### src/rtl/bus_generator_arbiter_pkg.sv
// Shared definitions for the bus generator/arbiter.
// Contents:
//   ID_W, BROADCAST  destination-ID width and the default broadcast ID
//   PKT_MAX_W        widest packet id_of() accepts (callers zero-extend)
//   state_t          per-bus arbiter state
//   id_of()          extracts the destination ID from the packet MSBs
package bus_gen_pkg;

  localparam int unsigned ID_W = 8;
  localparam logic [ID_W-1:0] BROADCAST = 8'hFF;
  localparam int unsigned PKT_MAX_W = 1024;

  typedef enum logic [1:0] {IDLE, POP, PUSH} state_t;

  // pkt_w is the real packet width; the ID sits in its top ID_W bits.
  function automatic logic [ID_W-1:0] id_of(input logic [PKT_MAX_W-1:0] pkt,
                                            input int unsigned pkt_w);
    return pkt[pkt_w-1 -: ID_W];
  endfunction

endpackage

### src/rtl/bus_generator_arbiter_if.sv
// Driver-side bus bundle for bus_generator_arbiter.
// Signals (per bus b, per driver d):
//   pndng[b][d]   driver FIFO non-empty
//   D_pop[b][d]   FIFO head data
//   pop[b][d]     one-cycle pop strobe to the source FIFO
//   push[b][d]    one-cycle push strobe to the destination
//   D_push[b][d]  packet on the bus, identical for every driver of a bus
// Modports: master = FIFO/driver side, slave = arbiter side.
interface bus_generator_arbiter_if #(
  parameter int unsigned bits    = 1,
  parameter int unsigned drvrs   = 8,
  parameter int unsigned pckg_sz = 16
);

  logic [bits-1:0][drvrs-1:0]              pndng;
  logic [bits-1:0][drvrs-1:0][pckg_sz-1:0] D_pop;
  logic [bits-1:0][drvrs-1:0]              pop;
  logic [bits-1:0][drvrs-1:0]              push;
  logic [bits-1:0][drvrs-1:0][pckg_sz-1:0] D_push;

  modport master (output pndng, D_pop, input pop, push, D_push);
  modport slave (input pndng, D_pop, output pop, push, D_push);

endinterface

### src/rtl/bus_generator_arbiter_lane.sv
// One bus of the arbiter: round-robin grant, pop, packet register, push decode.
// Ports:
//   clk, reset   clock and asynchronous active-low reset
//   pndng        per-driver FIFO non-empty
//   d_pop        per-driver FIFO head data
//   pop          one-cycle pop strobe to the granted driver
//   push         one-cycle push strobe(s) to the destination driver(s)
//   d_push       last delivered packet (held until the next delivery)
module bus_arb_lane
  import bus_gen_pkg::*;
#(
  parameter int unsigned     drvrs     = 8,
  parameter int unsigned     pckg_sz   = 16,
  parameter logic [ID_W-1:0] broadcast = BROADCAST
) (
  input  logic                            clk,
  input  logic                            reset,
  input  logic [drvrs-1:0]                pndng,
  input  logic [drvrs-1:0][pckg_sz-1:0]   d_pop,
  output logic [drvrs-1:0]                pop,
  output logic [drvrs-1:0]                push,
  output logic [pckg_sz-1:0]              d_push
);

  localparam int unsigned IdxW = $clog2(drvrs);
  typedef logic [IdxW-1:0] idx_t;

  state_t             state;
  idx_t               ptr;
  idx_t               grant;
  idx_t               rr_grant;
  idx_t               rr_idx;
  logic               found;
  logic [pckg_sz-1:0] pkt;
  logic [pckg_sz-1:0] head;
  logic [ID_W-1:0]    head_id;
  logic [drvrs-1:0]   push_dec;

  // First pending driver at or after ptr, wrapping drvrs-1 -> 0.
  always_comb begin
    rr_grant = ptr;
    rr_idx   = ptr;
    found    = 1'b0;
    for (int unsigned i = 0; i < drvrs; i++) begin
      rr_idx = idx_t'((32'(ptr) + i) % drvrs);
      if (!found && pndng[rr_idx]) begin
        rr_grant = rr_idx;
        found    = 1'b1;
      end
    end
  end

  // Destination decode of the granted head, registered into push at the POP edge.
  assign head    = d_pop[grant];
  assign head_id = id_of(PKT_MAX_W'(head), pckg_sz);

  always_comb begin
    push_dec = '0;
    for (int unsigned j = 0; j < drvrs; j++) begin
      if (32'(head_id) < drvrs) begin
        push_dec[j] = (j == 32'(head_id));
      end else if (head_id == broadcast) begin
        push_dec[j] = (j != 32'(grant));
      end
    end
  end

  always_ff @(posedge clk or negedge reset) begin
    if (!reset) begin
      state <= IDLE;
      ptr   <= '0;
      grant <= '0;
      pkt   <= '0;
      pop   <= '0;
      push  <= '0;
    end else begin
      pop  <= '0;
      push <= '0;
      unique case (state)
        IDLE: begin
          if (|pndng) begin
            grant         <= rr_grant;
            pop[rr_grant] <= 1'b1;
            state         <= POP;
          end
        end
        POP: begin
          // Data is taken as sampled here even if pndng has since dropped.
          pkt   <= head;
          push  <= push_dec;
          ptr   <= (grant == idx_t'(drvrs - 1)) ? '0 : grant + 1'b1;
          state <= PUSH;
        end
        PUSH: begin
          state <= IDLE;
        end
        default: begin
          state <= IDLE;
        end
      endcase
    end
  end

  assign d_push = pkt;

endmodule

### src/rtl/bus_generator_arbiter.sv
// Shared-bus model with integrated arbiter for `bits` independent buses of
// `drvrs` drivers each. Each bus grants one pending driver round-robin, pops
// its packet and delivers it to the destination (or all others on broadcast).
// Ports:
//   clk, reset  clock and asynchronous active-low reset
//   bus         driver bundle (slave modport): pndng/D_pop in, pop/push/D_push out
module bus_generator_arbiter
  import bus_gen_pkg::*;
#(
  parameter int unsigned     bits      = 1,
  parameter int unsigned     drvrs     = 8,
  parameter int unsigned     pckg_sz   = 16,
  parameter logic [ID_W-1:0] broadcast = BROADCAST
) (
  input logic                     clk,
  input logic                     reset,
  bus_generator_arbiter_if.slave  bus
);

  logic [bits-1:0][pckg_sz-1:0] lane_data;

  for (genvar b = 0; b < bits; b++) begin : g_bus
    bus_arb_lane #(
      .drvrs     (drvrs),
      .pckg_sz   (pckg_sz),
      .broadcast (broadcast)
    ) u_lane (
      .clk    (clk),
      .reset  (reset),
      .pndng  (bus.pndng[b]),
      .d_pop  (bus.D_pop[b]),
      .pop    (bus.pop[b]),
      .push   (bus.push[b]),
      .d_push (lane_data[b])
    );

    // Every driver on a bus sees the same packet.
    for (genvar j = 0; j < drvrs; j++) begin : g_drv
      assign bus.D_push[b][j] = lane_data[b];
    end
  end

endmodule

### src/flat_wrapper.sv
// flat-port wrapper written by rule: the top's interface ports become plain ports
module bus_generator_arbiter_flat import bus_gen_pkg::*;
#(
  parameter int unsigned     bits      = 1,
  parameter int unsigned     drvrs     = 8,
  parameter int unsigned     pckg_sz   = 16,
  parameter logic [ID_W-1:0] broadcast = BROADCAST
)
  (clk, reset, bus_pndng, bus_D_pop, bus_pop, bus_push, bus_D_push);
  bus_generator_arbiter_if #(.bits(bits), .drvrs(drvrs), .pckg_sz(pckg_sz)) bus_i ();
  input logic clk;
  input logic reset;
  input wire logic [$bits(bus_i.pndng)-1:0] bus_pndng;
  input wire logic [$bits(bus_i.D_pop)-1:0] bus_D_pop;
  output wire logic [$bits(bus_i.pop)-1:0] bus_pop;
  output wire logic [$bits(bus_i.push)-1:0] bus_push;
  output wire logic [$bits(bus_i.D_push)-1:0] bus_D_push;
  assign bus_i.pndng = bus_pndng;
  assign bus_i.D_pop = bus_D_pop;
  assign bus_pop = bus_i.pop;
  assign bus_push = bus_i.push;
  assign bus_D_push = bus_i.D_push;
  bus_generator_arbiter #(.bits(bits), .drvrs(drvrs), .pckg_sz(pckg_sz), .broadcast(broadcast)) u_core (.clk(clk), .reset(reset), .bus(bus_i));
endmodule
### config.mk
export PLATFORM = sky130hd
export DESIGN_NAME = bus_generator_arbiter_flat
export DESIGN_NICKNAME = d
export VERILOG_FILES = /design/src/rtl/bus_generator_arbiter_pkg.sv /design/src/rtl/bus_generator_arbiter_if.sv /design/src/rtl/bus_generator_arbiter_lane.sv /design/src/rtl/bus_generator_arbiter.sv /design/src/flat_wrapper.sv
export SDC_FILE = /design/constraint.sdc
export NUM_CORES = 1
export LEC_CHECK = 0
export CAP_MARGIN = 20
export CORE_AREA = 2 2 110 112
export DETAILED_ROUTE_END_ITERATION = 10
export DIE_AREA = 0 0 112 114
export PLACE_DENSITY = 0.83
export SETUP_SLACK_MARGIN = 0.4
export SLEW_MARGIN = 10
export SYNTH_ARGS = -nofsm -noshare
export SYNTH_HDL_FRONTEND = slang
export SYNTH_SLANG_ARGS = --single-unit
### constraint.sdc
create_clock -name clk -period 5.4 [get_ports clk]
set_clock_uncertainty 0.15 [all_clocks]
set_input_delay 1.35 -clock clk [delete_from_list [all_inputs] [get_ports clk]]
set_output_delay 1.35 -clock clk [all_outputs]
set_load 0.01 [all_outputs]
[After elaboration in Yosys (flattened, before gate mapping)]
Index checks and enable logic that the tools add are counted.
Word-level totals
  word-level logic and storage cells: 120
  RAM bits: 0
  memories: 0
  bits in read-only memories: 0
  input port bits: 138
  output and inout bits: 144
  latch bits: 0
  register bits after elaboration: 40
Operators by class
  mux-type cells: 56
  shift operators: 0
  $mul: 0
  div/mod/pow operators: 0
  eq/ne operators: 18
  bitwise gates (word level): 0
  $add $sub $neg: 8
  reduce and logical (&&, ||, !) cells: 20
  magnitude comparators: 12
Operators by type and width (count)
  $bmux 16 s3: 1
  $lt 3x4->1 const B: 10
  $eq 3x8->1 const A: 4
  $mux 1: 32
  $bmux 1 s3: 8
  $mux 3: 8
  $mux 8: 3
  $eq 2x8->1 const A: 2
  $mux 16: 1
  $add 3x3->3 const B: 4
  $ne 3x3->1 const A: 4
  $eq 1x8->1 const A: 1
  $eq 8x8->1 const B: 1
  $logic_and 1x1->1: 8
  $logic_not 8->1: 1
  $lt 8x4->1 const B: 1
  $reduce_or 8->1: 1
  $logic_not 1->1: 7
  $add 3x1->3 const B: 2
  $add 3x2->3 const B: 2
  $ne 2x3->1 const A: 2
  $pmux 2 s2: 1
  $demux 1 s3: 1
  $eq 3x3->1 const B: 1
  8 further kinds: 8

[Longest topological paths before layout]
  depth in word-level cells: 30
  depth in mapped cells: 13
  mapped depth without buffers: 9

[Modules after synthesis]
A second synthesis with hierarchy kept.
Unflattened totals
  cell total of the unflattened synthesis: 433
  area, all modules: 4307.9 um2
By module, submodules not included
  bus_arb_lane: times used 1, cells each 321, area each 3467.1 um2
  bus_generator_arbiter: times used 1, cells each 112, area each 840.8 um2

[Least setup slack after synthesis]
No wires, ideal clock.
  path type: input-to-reg
  start: input bus_pndng[2]
  end: register u_core.g_bus[0].u_lane.grant[0]
  path buffers: 0
  library setup time: 0.138 ns
  required time: 5.112 ns
  cell stages on the path: 6
  slack: 2.020 ns
  arrival: 3.092 ns
  path through: mux4_2 -> mux2_4 -> a22o_1 -> a31oi_1 -> mux2i_1 -> o21ai_1
On the way
  cells in the longest elaborated chain, start to end: 24
  elaborated cells between the ends (all ways): 46
  classes of those cells: mux: 30; reduce/logical: 16
RTL lines
  start, declared: RTL line flat_wrapper.sv:13  | input wire logic [$bits(bus_i.pndng)-1:0] bus_pndng;
  $bmux 1 s3: RTL line bus_generator_arbiter_lane.sv:46  | if (!found && pndng[rr_idx]) begin
  $mux 1 (implied by the code): RTL line bus_generator_arbiter_lane.sv:46
  $mux 1: RTL line bus_generator_arbiter_lane.sv:46
  $logic_not 1->1: RTL line bus_generator_arbiter_lane.sv:46
  $logic_and 1x1->1: RTL line bus_generator_arbiter_lane.sv:46
  $mux 1: RTL line bus_generator_arbiter_lane.sv:46
  $logic_not 1->1: RTL line bus_generator_arbiter_lane.sv:46
  $logic_and 1x1->1: RTL line bus_generator_arbiter_lane.sv:46
  (+8 left out)
  $logic_and 1x1->1: RTL line bus_generator_arbiter_lane.sv:46
  $mux 1: RTL line bus_generator_arbiter_lane.sv:46
  $logic_not 1->1: RTL line bus_generator_arbiter_lane.sv:46
  $logic_and 1x1->1: RTL line bus_generator_arbiter_lane.sv:46
  $mux 1: RTL line bus_generator_arbiter_lane.sv:46
  $logic_not 1->1: RTL line bus_generator_arbiter_lane.sv:46
  $logic_and 1x1->1: RTL line bus_generator_arbiter_lane.sv:46
  $mux 3: RTL line bus_generator_arbiter_lane.sv:46
  end signal, assigned: RTL line bus_generator_arbiter_lane.sv:82  | grant <= rr_grant;
  end, declared: RTL line bus_generator_arbiter_lane.sv:30  | idx_t grant;
Parallel ways exist; a longest one is shown, timed or not. The select of a mux whose other input is x is not followed.
A chain may end at the register's enable or synchronous reset.

[Final worst setup path]
  start: register u_core.g_bus[0].u_lane.ptr[1]
  end: register u_core.g_bus[0].u_lane.grant[0]
On the way
  cells in the longest elaborated chain, start to end: 24
  elaborated cells between the ends (all ways): 51
  classes of those cells: add/sub: 7; mux: 30; reduce/logical: 14
RTL lines
  start, declared: RTL line bus_generator_arbiter_lane.sv:29  | idx_t ptr;
  start signal, assigned: RTL line bus_generator_arbiter_lane.sv:91  | ptr <= (grant == idx_t'(drvrs - 1)) ? '0 : grant + 1'b1;
  parallel branches: the longest is 23 deep, another holds $add 3x1->3
  $mux 3 *: RTL line bus_generator_arbiter_lane.sv:46
Mark *: on every way between the ends. The select of a mux whose other input is x is not followed.

==> results.cfg <==
[status]
status = complete, no violations

[final_layout]
multi_input_area_sq_um = 2270
seqCellArea_sq_um = 1000
syn2layout_area_growth_pct = 52.3
fin_nets = 728
instances_no_fill = 730
drive_gt1_share_pct = 12.5
fillerInstances = 995
diodes = 0
final_util_pct = 55.7

[drt]
vias = 3802
wl_per_cell_microns = 19.6
via_per_inst = 5.21
detail-route-antenna-nets = 0
drc_errors = 0
drt_iter0_drc = 224
first_pass_iters = 4
wirelength_microns = 14300

[power]
ir_worst_vdd_uv = 315
p_per_area_nw_per_um2 = 615
leakagePower_nw = 2.58

[critical_path]
path_cells = inv_1 -> ha_1 -> mux4_2 -> mux2_4 -> a22o_1 -> a31oi_1 -> mux2i_1 -> o21ai_1
critPathMaxFanout = 13
arrival_ns = 3.95
start_kind = flop
crit_slowest_cell = ha_1
crit_type = flop to flop
slowest_delay_ns = 0.70
critPathTopFamily = multiplexers
worstPathRequired_ns = 5.39
end_kind = flop
worst-path-buf-inv = 1

[global_route]
grt_overflow = 0
antenna_found_initial = 0
grt_max_degree = 41
grt_pass1_wl_microns = 21200
grt_pass1_vias = 3858
gr-usage-all-layers_pct = 20.9

[sta]
worst_pin_slew_ns = 0.877
finalSetupViolCount = 0
fin_tns_setup_ns = 0
clock.fmax_mhz = 253
period_share_pct = 73.3
slew-limit-headroom_pct = 41.5
layout_min_cycle_time_ns = 3.96
finalHoldViolations = 0
maxSlewViolCount = 0
rsz0062_at_grt = no

[yosys]
synth_edf_count = 0
ys.flop_type = dfrtp_1
synth.top_cells.by_count = 114 x buf_4, 43 x mux4_2, 40 x dfrtp_1, 29 x nand2_1, 23 x mux2i_1
synth_area_sq_um = 4290
yosysUniqueCellTypes = 54
avgSynthCellArea_sq_um = 10.1
async_flop_share_pct = 100
synth_top_area_share_pct = 23.4
ys_seq_area_share_pct = 23.4
synth_top_area_cell = dfrtp_1
ys_ff_latch = 40
synth.net_count = 569
synth.most_common_cell = buf_4
synth_warnings = 0
synth_area_leaders = dfrtp_1 23%, mux4_2 23%, buf_4 20%
syn-instance-count = 423

[cts]
clock-sinks = 40
cts_setup_buffers = 0
cts_tree = built
clkLatencyLatePin_ns = 0.27
clkTransAtPathRegs_ns = 0.06
cts_buffers = 5
cts_htree_levels = 2
hold_buffers = 0
clockRootBuffer = clkbuf_16
cts_resized = 0
cts.path.max_buffers = 2

[min_path]
hp-class = flop to flop

[floorplan]
boundaryPins = 282
initial_core_util_pct = 36.6
die_h_microns = 114
core_region_area_sq_um = 11700
row_count = 40
die_width_microns = 112
fp.dieArea_sq_um = 12800

[job]
drv_cap = 0

[placed_design]
hpwl_microns = 11400
globalplace.congestion = 0.827
numPortBuffers = 281
placed_cells = 721
[stage by stage]
stage	worst slack (ns)	hold slack, ns	power (W)	area (sq um)
2_1_floorplan	2.02	0.391	0.00286	4290
3_3_place_gp	1.31	0.474	0.00365	6340
3_5_place_dp	1.20	0.474	0.00369	6340
4_1_cts	1.46	0.486	0.00401	6500
5_1_grt	1.14	0.522	0.00429	6530
6_report	1.44	0.486	0.00401	6530
[report_power, final]
part	switching (W)	internal, W
clock	0.000106	0.000196
sequential	0.000304	0.000405
combinational	0.00134	0.00166
total	0.00175	0.00226
[metal layers]
metal | up-vias | global-route usage [%] | share of wire (%)
met2 | 199 | 35.5 | 49
met5 | - | 0 | 0
li1 | 1736 | - | -
met1 | 1861 | 28.4 | 43
met4 | 0 | 3.09 | 0.48
met3 | 6 | 4.25 | 6.9
[registers in the layout (all words and copies together) (netlist names)]
register                    count
u_core.g_bus.u_lane.push        8
u_core.g_bus.u_lane.state       2
u_core.g_bus.u_lane.ptr         3
u_core.g_bus.u_lane.d_push     16
u_core.g_bus.u_lane.pop         8
u_core.g_bus.u_lane.grant       3
[path summary, 6_finish.rpt]
| path | startpoint | depth (start not counted) | slack (ns) | end |
|---|---|---|---|---|
| max | u_core.g_bus[0].u_lane.ptr[1]$_DFFE_PN0P_ | 8 | 1.44 | u_core.g_bus[0].u_lane.grant[0]$_DFFE_PN0P_ |
| min reg2reg | u_core.g_bus[0].u_lane.grant[2]$_DFFE_PN0P_ | 2 | 0.49 | u_core.g_bus[0].u_lane.grant[2]$_DFFE_PN0P_ |
| min in group asynchronous | reset | 1 | 1.04 | u_core.g_bus[0].u_lane.push[7]$_DFF_PN0_ |
| max in group asynchronous | reset | 1 | 3.46 | u_core.g_bus[0].u_lane.grant[0]$_DFFE_PN0P_ |
| max reg2reg | u_core.g_bus[0].u_lane.ptr[1]$_DFFE_PN0P_ | 8 | 1.44 | u_core.g_bus[0].u_lane.grant[0]$_DFFE_PN0P_ |
| min | u_core.g_bus[0].u_lane.grant[2]$_DFFE_PN0P_ | 2 | 0.49 | u_core.g_bus[0].u_lane.grant[2]$_DFFE_PN0P_ |
[worst reg2reg max path: cells and delay by family, from the launching register on]
kind                     cells  cell delay, ns
multiplexers                 3            1.44
adder cells (fa/ha/maj)      1            0.70
AO/OA/AOI/OAI                3            0.66
flip-flops                   1            0.64
buffers and inverters        1            0.23
[logic make-up after synthesis]
logic type	count (synthesis)	share of synthesized area, %
compound gates	68	10.7
xor+xnor	3	0.613
fa+ha+maj	8	2.34
flops	40	23.4
mux	73	30.0
buf+inv	146	23.6
simple gates	85	9.40
[cells in the final DEF, fill, tap and decap left out, drive strengths merged, types with 3 or more instances in the layout]
cell type / n
nand4: 3
or3: 3
o21ai: 25
a21oi: 18
mux2i: 23
nor3: 7
a31oi: 3
mux2: 7
clkbuf: 8
ha: 8
nor2: 23
nor4: 3
mux4: 43
nand2b: 4
buf: 6
nand2: 30
and2: 3
clkdlybuf4s50: 280
dfrtp: 40
inv: 12
[cell type report]
cell class                 count  area share [%]
clock buffer                   8            2.40
inverter                      12           0.690
multi-input combinational    237            34.8
sequential                    40            15.4
tap                          147            2.82
timing repair buffer         286            43.9
No activity file was read; power rests on OpenSTA's default activity.
